[src/rtl/ib_counter_pkg.sv]
// Shared definitions for the ib counter family: counting-mode encodings.
// Combinational only; no latency, no backpressure.
package ib_counter_pkg;

   typedef enum logic [1:0] {
      MODE_UP_WRAP = 2'b00,
      MODE_DN_WRAP = 2'b01,
      MODE_UP_SAT  = 2'b10,
      MODE_BOUNCE  = 2'b11
   } mode_e;

endpackage : ib_counter_pkg

[src/rtl/ib_prescaler.sv]
// Enable-gated prescaler: one tick per i_div+1 enabled cycles, restartable by i_clr.
// Tick is combinational from the registered count; no backpressure.
module ib_prescaler #(
   parameter int PRE_W = 4
) (
   input  logic             i_clk,
   input  logic             i_nrst,
   input  logic             i_en,
   input  logic             i_clr,
   input  logic [PRE_W-1:0] i_div,
   output logic             o_tick
);

   localparam logic [PRE_W-1:0] P_ONE = {{(PRE_W-1){1'b0}}, 1'b1};

   logic [PRE_W-1:0] p_q, p_d;

   // A lowered i_div can leave p above it; p then runs on and wraps naturally.
   assign o_tick = i_en && (p_q == i_div);

   always_comb begin
      p_d = p_q;
      if (i_clr) begin
         p_d = '0;
      end else if (i_en) begin
         p_d = o_tick ? '0 : p_q + P_ONE;
      end
   end

   always_ff @(posedge i_clk or negedge i_nrst) begin
      if (!i_nrst) begin
         p_q <= '0;
      end else begin
         p_q <= p_d;
      end
   end

endmodule : ib_prescaler

[src/rtl/ib_counter_gen.sv]
// Parametrised counter: up-wrap, down-wrap, up-saturate and bounce modes with prescaler.
// Outputs registered, update on the edge ending a tick/clr/load cycle; no backpressure.
module ib_counter_gen #(
   parameter int WIDTH = 16,
   parameter int PRE_W = 4
) (
   input  logic             i_clk,
   input  logic             i_nrst,
   input  logic             i_en,
   input  logic             i_clr,
   input  logic             i_load,
   input  logic [WIDTH-1:0] i_load_val,
   input  logic [WIDTH-1:0] i_limit,
   input  logic [1:0]       i_mode,
   input  logic [PRE_W-1:0] i_div,
   output logic [WIDTH-1:0] o_c,
   output logic             o_tc,
   output logic             o_dir,
   output logic             o_sat
);

   import ib_counter_pkg::*;

   localparam logic [WIDTH-1:0] ONE = {{(WIDTH-1){1'b0}}, 1'b1};

   mode_e            mode;
   logic             tick;
   logic [WIDTH-1:0] c_q, c_d;
   logic             tc_q, tc_d;
   logic             sat_q, sat_d;
   logic             dir_q, dir_d;

   logic [WIDTH-1:0] c_inc, c_dec, lim_dec, load_clamped;
   logic             c_ge_lim, c_is_zero, lim_is_zero, inc_hits_lim;

   assign mode = mode_e'(i_mode);

   // Load and clear both restart the prescaler so the next tick is a full period away.
   ib_prescaler #(
      .PRE_W (PRE_W)
   ) u_prescaler (
      .i_clk  (i_clk),
      .i_nrst (i_nrst),
      .i_en   (i_en),
      .i_clr  (i_clr | i_load),
      .i_div  (i_div),
      .o_tick (tick)
   );

   assign c_inc        = c_q + ONE;
   assign c_dec        = c_q - ONE;
   assign lim_dec      = i_limit - ONE;
   assign c_ge_lim     = (c_q >= i_limit);
   assign c_is_zero    = (c_q == '0);
   assign lim_is_zero  = (i_limit == '0);
   assign inc_hits_lim = (c_inc == i_limit);
   assign load_clamped = (i_load_val < i_limit) ? i_load_val : i_limit;

   always_comb begin
      c_d   = c_q;
      tc_d  = 1'b0;
      dir_d = dir_q;
      sat_d = (mode == MODE_UP_SAT) ? sat_q : 1'b0;

      if (i_clr) begin
         c_d   = '0;
         dir_d = 1'b0;
         sat_d = 1'b0;
      end else if (i_load) begin
         c_d   = load_clamped;
         sat_d = 1'b0;
      end else if (tick) begin
         case (mode)
            MODE_UP_WRAP: begin
               if (c_ge_lim) begin
                  c_d  = '0;
                  tc_d = 1'b1;
               end else begin
                  c_d = c_inc;
               end
            end
            // Counts down even from above a freshly lowered limit.
            MODE_DN_WRAP: begin
               if (c_is_zero) begin
                  c_d  = i_limit;
                  tc_d = 1'b1;
               end else begin
                  c_d = c_dec;
               end
            end
            MODE_UP_SAT: begin
               if (!c_ge_lim) begin
                  c_d = c_inc;
                  if (inc_hits_lim) begin
                     tc_d  = 1'b1;
                     sat_d = 1'b1;
                  end
               end else begin
                  c_d   = i_limit;
                  sat_d = 1'b1;
               end
            end
            MODE_BOUNCE: begin
               if (lim_is_zero) begin
                  c_d   = '0;
                  dir_d = ~dir_q;
                  tc_d  = 1'b1;
               end else if (!dir_q && c_ge_lim) begin
                  c_d   = lim_dec;
                  dir_d = 1'b1;
                  tc_d  = 1'b1;
               end else if (dir_q && c_is_zero) begin
                  c_d   = ONE;
                  dir_d = 1'b0;
                  tc_d  = 1'b1;
               end else begin
                  c_d = dir_q ? c_dec : c_inc;
               end
            end
            default: begin
               c_d = c_q;
            end
         endcase
      end
   end

   always_ff @(posedge i_clk or negedge i_nrst) begin
      if (!i_nrst) begin
         c_q   <= '0;
         tc_q  <= 1'b0;
         sat_q <= 1'b0;
         dir_q <= 1'b0;
      end else begin
         c_q   <= c_d;
         tc_q  <= tc_d;
         sat_q <= sat_d;
         dir_q <= dir_d;
      end
   end

   always_comb begin
      case (mode)
         MODE_DN_WRAP: o_dir = 1'b1;
         MODE_BOUNCE:  o_dir = dir_q;
         default:      o_dir = 1'b0;
      endcase
   end

   assign o_c   = c_q;
   assign o_tc  = tc_q;
   assign o_sat = sat_q;

endmodule : ib_counter_gen
[config.mk]
export PLATFORM = sky130hd
export DESIGN_NAME = ib_counter_gen
export DESIGN_NICKNAME = d
export VERILOG_FILES = /design/src/rtl/ib_counter_pkg.sv /design/src/rtl/ib_prescaler.sv /design/src/rtl/ib_counter_gen.sv
export SDC_FILE = /design/constraint.sdc
export NUM_CORES = 1
export LEC_CHECK = 0
export ABC_AREA = 1
export CAP_MARGIN = 20
export CORE_MARGIN = 3
export CORE_UTILIZATION = 40
export DETAILED_ROUTE_END_ITERATION = 16
export GPL_ROUTABILITY_DRIVEN = 0
export RECOVER_POWER = 50
export SETUP_SLACK_MARGIN = 0.05
export SYNTH_ARGS = -nofsm -noshare
export SYNTH_HDL_FRONTEND = slang
export SYNTH_SLANG_ARGS = --single-unit
[constraint.sdc]
create_clock -name i_clk -period 2.2 [get_ports i_clk]
set_input_delay 0.55 -clock i_clk [delete_from_list [all_inputs] [get_ports i_clk]]
set_output_delay 0.55 -clock i_clk [all_outputs]
set_load 0.005 [all_outputs]
==> results_dict.tcl, run 1 <==
set metrics [dict create \
    synth.lib_cells_used.distinct 43 \
    fin_setup_tns_ps -138 \
    power_leakage_uw 0.00385 \
    synth.top_cells.by_area "sky130_fd_sc_hd__nand2_1 20%, sky130_fd_sc_hd__dfrtp_1 12%, sky130_fd_sc_hd__nand3_1 11%" \
    placed_cells 1160 \
    register_cell_area_after_layout_um2 589 \
    totalWireLength_mm 22.9 \
    final_layout_size_suffix_gt1_share_pct 38.2 \
    cts-buffers-inserted 3 \
    floorplan.initialDensity_pct 42.1 \
    fmaxAchievable_mhz 440 \
    report.final.slew_viol_count 0 \
    crit_path_max_fanout 5 \
    cts.root.buffer_cell "sky130_fd_sc_hd__clkbuf_16" \
    ys_warn_count 0 \
    post_route_drc 0 \
    synth_compound_area_share_pct 9.87 \
    path_class "in -> reg" \
    post-synth-top-count-cell "sky130_fd_sc_hd__nand2_1" \
    synth_fp_nets 940 \
    max-slew-margin-rel_pct 53.6 \
    synthSimpleGateAreaFrac_pct 51.6 \
    fp.dieArea_um2 13700 \
    ports 62 \
    worstSetupStartpointType "primary input" \
    drt.antenna.violating_nets 0 \
    clkSlewWorstSetupHoldPaths_ps 70 \
    synth.cell_area_um2 4930 \
    timing.hold.worst.class "reg -> reg" \
    power.total_uw 3280 \
    nNetsFinal 1130 \
    worst_ir_drop_vdd_uv 272 \
    combinational_family_with_the_most_area_after_synthesis "simple AND/OR/NAND/NOR gates" \
    rsz0062_at_grt "true" \
    synth_mux_area_share_pct 0 \
    cts_tree "yes" \
    synth_commonest_cells "259 x sky130_fd_sc_hd__nand2_1, 111 x sky130_fd_sc_hd__nand3_1, 102 x sky130_fd_sc_hd__nor2_1" \
    worstHoldPathCells 2 \
    syn_avg_cell_area_um2 5.73 \
    globalRoute.totalOverflow 0 \
    wl_per_cell_um 19.2 \
    grt_max_degree 29 \
    failed_checks "negative setup slack" \
    finalWorstPathRequiredPeriod_ps 2270 \
    fin_worst_hold_slack_ps 566 \
    cts_htree_levels 1 \
    setup.worst_path.end_class "register" \
    tightest_slew_ps 697 \
    multi_input_comb_area_um2 4800 \
    clk_latency_ps 270 \
    portBuffers 61 \
    setup-violations-final 4 \
    floorplan.die.width_um 117 \
    post-route-worst-setup-slack_ps -71.4 \
    postSynthRegisterBits 23 \
    timing.reg2reg.worst_path_depth 17 \
    grt_pass1_vias 6326 \
    status "finished with violations" \
    finish.cell_count_without_fillers 1192 \
    die_ht_um 117 \
    area.growth.synth_to_final_pct 62.5 \
    hp-start "u_prescaler.p_q[3]$_DFFE_PN0P_" \
    route.detailed.vias_per_inst 5.71 \
    routed_vias 6810 \
    clock-skew-final_ps 3.04 \
    postLayoutCoreUtil_pct 68.4 \
    detail_route.first_pass.iterations 5 \
    cp_data_required_time_ps 2370 \
    placement_rows 39 \
    antenna_found_initial 0 \
    num_antenna_cells 0 \
    min_period_over_period_pct 103 \
    dr.first_iter.drc_count 715 \
    dp_hpwl_mm 17.2 \
    clock_tree.buffer_depth 2 \
    grt_first_pass_wirelength_mm 33.4 \
    final-hold-violation-count 0 \
    synth_xor_xnor_area_share_pct 6.52 \
    synth_fa_ha_area_share_pct 9.39 \
    track_usage_pct 31.7 \
    post-synth-top-area-cell "sky130_fd_sc_hd__nand2_1" \
    cp_data_arrival_time_ps 2440 \
    fillCellCount 1004 \
    regToRegStartpoint "o_c[10]$_DFFE_PN0P_" \
    p_per_cell_area_nw_per_um2 409 \
    netlist_instances 860 \
    cap_viol_max_count 0 \
    synth.yosys.seq_area_share_pct 11.7 \
    area_share_of_the_leading_cell_type_in_the_synthesized_netlist_pct 19.7 \
    synthFlopType "sky130_fd_sc_hd__dfrtp_1" \
    number_of_synthesized_flops_with_an_enable_pin 0 \
    crit_start "i_limit[11]" \
    ys_async_sr_fraction_pct 100 \
    floorplan.core_area_um2 11700 \
    cts_num_sinks 23 \
]
## layer usage
metal / GRT usage, % / part of all wire [%] / vias to the layer above
li1: - / - / 3157
met1: 42.6 / 39 / 3103
met2: 49.0 / 43 / 464
met3: 7.92 / 13 / 86
met4: 12.1 / 4.8 / 0
met5: 0 / 0 / -
## worst paths after layout
kind | endpoint | slack, ps
max | o_c[7]$_DFFE_PN0P_ | -70
min | u_prescaler.p_q[3]$_DFFE_PN0P_ | 570
max reg2reg | o_c[7]$_DFFE_PN0P_ | -60
min reg2reg | u_prescaler.p_q[3]$_DFFE_PN0P_ | 570
max in group asynchronous | o_c[4]$_DFFE_PN0P_ | 860
min in group asynchronous | o_sat$_DFF_PN0_ | 850
## cell usage in the layout, fill, tap and decap left out, types with 21 or more instances in the layout
| cell | synthesis | routed |
|---|---|---|
| sky130_fd_sc_hd__nand2_1 | 259 | 225 |
| sky130_fd_sc_hd__buf_4 | 2 | 115 |
| sky130_fd_sc_hd__nor2_1 | 102 | 86 |
| sky130_fd_sc_hd__nand3_1 | 111 | 78 |
| sky130_fd_sc_hd__inv_1 | 90 | 68 |
| sky130_fd_sc_hd__nand3_2 | 7 | 34 |
| sky130_fd_sc_hd__nand2_2 | 11 | 31 |
| sky130_fd_sc_hd__a21oi_1 | 47 | 29 |
| sky130_fd_sc_hd__clkdlybuf4s50_1 | 0 | 26 |
| sky130_fd_sc_hd__xor2_1 | 30 | 25 |
| sky130_fd_sc_hd__ha_4 | 0 | 23 |
| sky130_fd_sc_hd__nor2_2 | 12 | 22 |
| sky130_fd_sc_hd__inv_2 | 6 | 21 |
| sky130_fd_sc_hd__buf_6 | 3 | 21 |
## critical path, cell delays in order
cell and delay (ps):
sky130_fd_sc_hd__buf_8 80, sky130_fd_sc_hd__clkinvlp_4 100, sky130_fd_sc_hd__ha_4 250, sky130_fd_sc_hd__buf_6 110
sky130_fd_sc_hd__a21oi_4 130, sky130_fd_sc_hd__a21oi_4 80, sky130_fd_sc_hd__nor2_4 160, sky130_fd_sc_hd__buf_12 140
sky130_fd_sc_hd__nand2_8 90, sky130_fd_sc_hd__buf_12 160, sky130_fd_sc_hd__nand2_1 70, sky130_fd_sc_hd__nand2_1 70
sky130_fd_sc_hd__nand2_1 80, sky130_fd_sc_hd__nand3_2 100, sky130_fd_sc_hd__nand2_4 100, sky130_fd_sc_hd__nand3_2 60
sky130_fd_sc_hd__nand2_1 70, sky130_fd_sc_hd__inv_1 40
## sequential cells by signal, summed over array words and instances, names as in the netlist
register / flops
o_c: 16
u_prescaler.p_q: 4
dir_q: 1
o_sat: 1
o_tc: 1
## report_power, final
| part | internal (uW) | leakage [uW] | switching (uW) |
|---|---|---|---|
| clock network | 246 | 0.0000409 | 191 |
| logic | 1010 | 0.00353 | 1300 |
| registers | 463 | 0.000287 | 69.1 |
## cell type report
type	count	area share, %
clock inverters	1	0.0625
clock buffers	3	0.937
well taps	143	2.23
flip-flops and latches	23	7.36
repair buffers	209	24.2
multi-input cells	711	59.9
inverters	102	5.25
## kinds of logic (layout without fill, tap and decap cells)
kind of cell	count (synthesis)	in the layout
AND/OR/NAND/NOR	552	553
buffers and inverters	127	315
AO/OA/AOI/OAI	86	86
adder cells (fa/ha/maj)	37	37
XOR/XNOR	35	35
flip-flops	23	23
## stage by stage
step                      setup WS [ps]  cell area (um^2)
after global placement             -747              6640
after floorplan                    5.72              5130
after global routing               -163              8010
after CTS                          12.2              7240
final                             -71.4              8010
after detailed placement           -781              6640
## timing repair
action	4_1_cts	5_1_grt
cloned	5	0
hold buffers	0	0
setup endpoints to repair	20	20
pin swaps	49	105
setup buffers	9	14
resized for setup	155	161
No activity file was read; power rests on OpenSTA's default activity.
==> run 2: changes to the inputs <==
Settings changed: CTS_BUF_LIST set to sky130_fd_sc_hd__clkbuf_8.
==> results_dict.tcl, run 2 (same netlist as run 1, synthesis figures left out) <==
set metrics [dict create \
    status "finished with violations" \
    failed_checks "max-capacitance violations, negative setup slack" \
    floorplan.initialDensity_pct 42.1 \
    worstSetupStartpointType "register" \
    clk_latency_ps 290 \
    p_per_cell_area_nw_per_um2 395 \
    area.growth.synth_to_final_pct 54.7 \
    routed_vias 6572 \
    power_frac_seq_pct 17.6 \
    fp.dieArea_um2 13700 \
    cts-buffers-inserted 3 \
    ports 62 \
    design_area_final_um2 7630 \
    regToRegEndpoint "o_c[0]$_DFFE_PN0P_" \
    timing.reg2reg.worst_path_depth 19 \
    floorplan.core_area_um2 11700 \
    floorplan.die.width_um 117 \
    setup.worst_path.end_class "register" \
    timing.hold.worst.class "reg -> reg" \
    path_class "reg -> reg" \
    postLayoutCoreUtil_pct 65.1 \
    regToRegStartpoint "o_c[7]$_DFFE_PN0P_" \
    cts_htree_levels 1 \
    clkPwrFrac_pct 10.0 \
    fmaxAchievable_mhz 452 \
    largest_reg_flops 16 \
    cp_data_required_time_ps 2390 \
    die_ht_um 117 \
    grt_max_degree 29 \
    worst_ir_drop_vdd_uv 244 \
    mostFrequentLayoutCell "sky130_fd_sc_hd__nand2_1" \
    min_period_over_period_pct 101 \
    finalWorstPathRequiredPeriod_ps 2210 \
    power_switching_uw 1490 \
    power_frac_comb_pct 72.4 \
    post-route-worst-setup-slack_ps -12.6 \
    wl_per_cell_um 19.0 \
    clock_tree.buffer_depth 2 \
    hold_buf_count_cts 0 \
    crit_path_max_fanout 7 \
    rsz0062_at_grt "true" \
    post_route_drc 0 \
    final_layout_size_suffix_gt1_share_pct 35.8 \
    switching_share_pct 49.5 \
    max-slew-margin-rel_pct 0.0400 \
    finish.cell_count_without_fillers 1179 \
    placed_cells 1160 \
    final-hold-violation-count 0 \
    track_usage_pct 31.5 \
    clkSlewWorstSetupHoldPaths_ps 100 \
    totalWireLength_mm 22.4 \
    worstHoldPathCells 2 \
    clock-skew-final_ps 1.16 \
    dpl-instance-area_um2 6640 \
    portBuffers 61 \
    tightest_slew_ps 1500 \
    timing.hold.worst_endpoint "u_prescaler.p_q[3]$_DFFE_PN0P_" \
    placement_rows 39 \
    grt_pass1_vias 6284 \
    cp_data_arrival_time_ps 2410 \
    fin_setup_tns_ps -21.4 \
    drt.antenna.violating_nets 0 \
    dr.first_iter.drc_count 635 \
    detail_route.first_pass.iterations 6 \
    cts_num_sinks 23 \
    antenna_found_initial 0 \
    cellInternalPower_uw 1520 \
    route.detailed.vias_per_inst 5.57 \
    grt_first_pass_wirelength_mm 33.1 \
    cts_tree "yes" \
    timing.reg2reg.setup_slack_ps -10 \
    globalRoute.totalOverflow 0 \
    report.final.slew_viol_count 0 \
    dp_hpwl_mm 17.2 \
    cap_viol_max_count 1 \
    setup-violations-final 3 \
    nNetsFinal 1117 \
    hp-start "u_prescaler.p_q[3]$_DFFE_PN0P_" \
    num_antenna_cells 0 \
    power_leakage_uw 0.00367 \
    cts.root.buffer_cell "sky130_fd_sc_hd__clkbuf_8" \
    layout_common_cells "228 x sky130_fd_sc_hd__nand2_1, 111 x sky130_fd_sc_hd__buf_4, 87 x sky130_fd_sc_hd__nor2_1" \
]
## run 2: changes by cell type in the layout (fill, tap and decap cells not counted), sizes merged, moves of 2 or more
cell           before  now
buf               162  142
clkdlybuf4s50      26   34
dlymetal6s2s       10    5
clkdlybuf4s15       1    5
clkbuf              4    6
dlygate4sd3         2    0
## run 2: layout make-up
| type | instances | area [um^2] |
|---|---|---|
| clock buffers | 3 | 41.3 |
| clock inverters | 1 | 5.00 |
| fillers | 1056 | 4090 |
| inverters | 102 | 409 |
| multi-input cells | 711 | 4630 |
| flip-flops and latches | 23 | 589 |
| well taps | 143 | 179 |
| repair buffers | 196 | 1770 |
## run 2: worst max path at each step
stage | startpoint | endpoint | slack, ps | depth (start not counted)
after global placement | i_limit[7] | o_c[6]$_DFFE_PN0P_ | -750 | 17
final | o_c[7]$_DFFE_PN0P_ | o_c[0]$_DFFE_PN0P_ | -10 | 19
after CTS | i_load_val[13] | o_c[8]$_DFFE_PN0P_ | 7 | 9
after global routing | o_c[7]$_DFFE_PN0P_ | o_c[7]$_DFFE_PN0P_ | -160 | 17
after detailed placement | i_limit[7] | o_c[6]$_DFFE_PN0P_ | -780 | 17
after floorplan | i_limit[6] | o_c[10]$_DFFE_PN0P_ | 6 | 18
## run 2: stage by stage
stage	hold slack [ps]	setup slack, ps	total power [uW]
CTS	576	6.91	2770
global placement	536	-747	2200
global route	615	-157	3190
floorplan	254	5.72	1530
finish	572	-12.6	3010
detailed placement	551	-781	2220
## run 2: power by group through the flow
stage	Sequential (uW)	Clock, uW	Combinational, uW
3_3_place_gp	516	0	1680
6_report	530	301	2180
4_1_cts	521	304	1940
5_1_grt	532	315	2350
3_5_place_dp	517	0	1700
2_1_floorplan	531	0	995
## run 2: per-layer routing
metal / track usage, % / vias to the layer above / wire length [um]
li1: - / 3132 / -
met1: 42.1 / 2985 / 8900
met2: 48.6 / 388 / 9800
met3: 9.00 / 67 / 2900
met4: 11.5 / 0 / 795
met5: 0 / - / 0
## run 2: timing repair
action | in CTS | in global routing
pin swaps | 58 | 52
cloned | 4 | 1
setup buffers | 5 | 6
endpoints found under the setup margin | 21 | 20
resized for setup | 145 | 111
## run 2: critical path, cell delays in order (launching register included)
cell                      delay [ps]
sky130_fd_sc_hd__dfrtp_2         470
sky130_fd_sc_hd__ha_4            290
sky130_fd_sc_hd__nand2_2          50
sky130_fd_sc_hd__inv_2            60
sky130_fd_sc_hd__nand2_2          60
sky130_fd_sc_hd__nor2_2          110
sky130_fd_sc_hd__nor2_2           40
sky130_fd_sc_hd__nand2_2         100
sky130_fd_sc_hd__nand2_4         120
sky130_fd_sc_hd__nand2_8         160
sky130_fd_sc_hd__buf_8           160
sky130_fd_sc_hd__nand2_2          50
sky130_fd_sc_hd__nand3_2          50
sky130_fd_sc_hd__nand2_1          50
sky130_fd_sc_hd__inv_1            40
sky130_fd_sc_hd__nand2_1          60
sky130_fd_sc_hd__nand2_1          80
sky130_fd_sc_hd__nand3_1          60
sky130_fd_sc_hd__nand2_1          70
sky130_fd_sc_hd__inv_1            30
==> run 3: changes to the inputs <==
Settings changed: ABC_AREA 1 to unset, RECOVER_POWER 50 to 100.
==> results_dict.tcl, run 3 <==
set metrics [dict create \
    final_layout_size_suffix_gt1_share_pct 54.6 \
    timing.hold.worst.class "reg -> reg" \
    timing.reg2reg.setup_slack_ps -380 \
    postSynthRegisterBits 23 \
    mostFrequentLayoutCell "sky130_fd_sc_hd__buf_4" \
    fillCellCount 695 \
    tightest_slew_ps 786 \
    combinational_family_with_the_most_area_after_synthesis "simple AND/OR/NAND/NOR gates" \
    synthFlopType "sky130_fd_sc_hd__dfrtp_1" \
    number_of_synthesized_flops_with_an_enable_pin 0 \
    synth_fa_ha_area_share_pct 10.5 \
    setup-violations-final 19 \
    synth.cell_area_um2 4420 \
    synth_xor_xnor_area_share_pct 12.1 \
    floorplan.core_area_um2 10500 \
    status "finished with violations" \
    netlist_instances 583 \
    wl_per_cell_um 25.4 \
    report.final.slew_viol_count 0 \
    power_leakage_uw 0.00358 \
    groute.layer.met2.usage_pct 60.2 \
    nNetsFinal 946 \
    cts_num_sinks 23 \
    portBuffers 61 \
    clkSlewWorstSetupHoldPaths_ps 120 \
    finalWorstPathRequiredPeriod_ps 2580 \
    dr.first_iter.drc_count 798 \
    globalRoute.totalOverflow 0 \
    floorplan.initialDensity_pct 42.0 \
    grt_first_pass_wirelength_mm 36.4 \
    route.detailed.vias_per_inst 6.68 \
    setup.worst_path.end_class "register" \
    final-hold-violation-count 0 \
    synth.top_cells.by_area "sky130_fd_sc_hd__dfrtp_1 13%, sky130_fd_sc_hd__ha_1 10%, sky130_fd_sc_hd__xnor2_1 5.7%" \
    worst_ir_drop_vdd_uv 235 \
    grt_max_degree 24 \
    detail_route.first_pass.iterations 6 \
    cts_htree_levels 1 \
    hold_buf_count_cts 0 \
    post-synth-top-count-cell "sky130_fd_sc_hd__nand2_1" \
    post_route_drc 0 \
    track_usage_pct 37.0 \
    die_ht_um 111 \
    cp_data_arrival_time_ps 2820 \
    crit_path_max_fanout 7 \
    clk_latency_ps 330 \
    ports 62 \
    cts.root.buffer_cell "sky130_fd_sc_hd__clkbuf_8" \
    grt_pass1_vias 6672 \
    fmaxAchievable_mhz 387 \
    grt_most_used_layer "met2" \
    totalWireLength_mm 25.5 \
    synth_mux_area_share_pct 5.58 \
    routed_vias 6691 \
    global_route.usage.met1_pct 45.1 \
    min_period_over_period_pct 117 \
    post-route-worst-setup-slack_ps -383 \
    synth_fp_nets 663 \
    drt.antenna.violating_nets 0 \
    groute.layer.met3.usage_pct 6.60 \
    area.growth.synth_to_final_pct 84.5 \
    post-synth-top-area-cell "sky130_fd_sc_hd__dfrtp_1" \
    synth.yosys.seq_area_share_pct 13.0 \
    clock_tree.buffer_depth 2 \
    num_antenna_cells 0 \
    p_per_cell_area_nw_per_um2 352 \
    synth_compound_area_share_pct 24.3 \
    path_class "reg -> reg" \
    clock-skew-final_ps 15.3 \
    synth.lib_cells_used.distinct 70 \
    floorplan.die.width_um 111 \
    layout_common_cells "211 x sky130_fd_sc_hd__buf_4, 46 x sky130_fd_sc_hd__nand2_1, 44 x sky130_fd_sc_hd__nor2_1" \
    worstSetupStartpointType "register" \
    fp.dieArea_um2 12300 \
    placed_cells 945 \
    syn_avg_cell_area_um2 7.58 \
    cap_viol_max_count 0 \
    cts-buffers-inserted 3 \
    ys_async_sr_fraction_pct 100 \
    dp_hpwl_mm 16.4 \
    area_share_of_the_leading_cell_type_in_the_synthesized_netlist_pct 13.0 \
    synthSimpleGateAreaFrac_pct 24.8 \
    antenna_found_initial 0 \
    cts_tree "yes" \
    failed_checks "negative setup slack" \
    rsz0062_at_grt "true" \
    fin_setup_tns_ps -5300 \
    largest_reg_flops 16 \
    synth_commonest_cells "57 x sky130_fd_sc_hd__nand2_1, 53 x sky130_fd_sc_hd__nor2_1, 37 x sky130_fd_sc_hd__ha_1" \
    finish.cell_count_without_fillers 1001 \
    ys_warn_count 0 \
    placement_rows 37 \
    cp_data_required_time_ps 2430 \
    max-slew-margin-rel_pct 47.6 \
]
## run 3: cell type report
type / count / area [um^2] / area share [%]
inverters: 28 / 150 / 1.84
clock inverters: 1 / 5.00 / 0.0614
repair buffers: 323 / 2700 / 33.1
well taps: 136 / 170 / 2.09
multi-input cells: 487 / 4510 / 55.3
flip-flops and latches: 23 / 578 / 7.09
clock buffers: 3 / 41.3 / 0.507
## run 3: timing repair
item,4_1_cts,5_1_grt
setup buffers,32,23
endpoints found under the setup margin,20,20
resized for setup,287,69
pin swaps,81,56
gates cloned,2,0
## run 3: final timing paths
| kind | startpoint | end | cells after the start |
|---|---|---|---|
| max | o_c[7]$_DFFE_PN0P_ | o_c[11]$_DFFE_PN0P_ | 10 |
| min | u_prescaler.p_q[3]$_DFFE_PN0P_ | u_prescaler.p_q[3]$_DFFE_PN0P_ | 2 |
| max reg2reg | o_c[7]$_DFFE_PN0P_ | o_c[11]$_DFFE_PN0P_ | 10 |
| min reg2reg | u_prescaler.p_q[3]$_DFFE_PN0P_ | u_prescaler.p_q[3]$_DFFE_PN0P_ | 2 |
| max in group asynchronous | i_nrst | o_c[1]$_DFFE_PN0P_ | 2 |
| min in group asynchronous | i_nrst | o_c[13]$_DFFE_PN0P_ | 2 |
## run 3: cells by family (layout without fill, tap and decap cells)
family,count (synthesis),in the layout
buffers and inverters,73,355
adders and majority gates,37,37
muxes,24,24
AOI/OAI and AO/OA,158,158
and+or+nand+nor,218,218
DFF,23,23
xor gates and xnor gates,50,50
## run 3: power breakdown
part / internal, uW / leakage [uW] / switching (uW)
clock network: 129 / 0.0000255 / 225
logic: 998 / 0.00325 / 1040
registers: 449 / 0.000303 / 31.8
total: 1580 / 0.00358 / 1290
## run 3: per-stage QoR
step / setup slack [ps] / hold slack (ps) / total power (uW) / utilization [%] / cell area [um^2]
finish: -383 / 582 / 2870 / 77.6 / 8150
global route: -450 / 633 / 2960 / 77.6 / 8150
CTS: -385 / 589 / 2570 / 73.6 / 7730
detailed placement: -1030 / 565 / 1930 / 63.2 / 6640
global placement: -1020 / 546 / 1900 / 63.2 / 6640
floorplan: -348 / 254 / 1250 / - / 4650
## run 3: routing by layer
layer / up-vias / wire [um]
met4: 0 / 2700
met5: - / 0
met2: 653 / 11000
met1: 3064 / 8490
li1: 2733 / -
met3: 241 / 3270
## run 3: critical path, stage by stage, from the launching register on
cell and delay (ps):
sky130_fd_sc_hd__dfrtp_1 440, sky130_fd_sc_hd__buf_4 160, sky130_fd_sc_hd__buf_4 160, sky130_fd_sc_hd__nand3_1 170, sky130_fd_sc_hd__nor4_2 80, sky130_fd_sc_hd__buf_4 150
sky130_fd_sc_hd__xnor2_1 510, sky130_fd_sc_hd__o2111ai_1 310, sky130_fd_sc_hd__o311ai_4 160, sky130_fd_sc_hd__nand3_1 110, sky130_fd_sc_hd__a31o_2 240
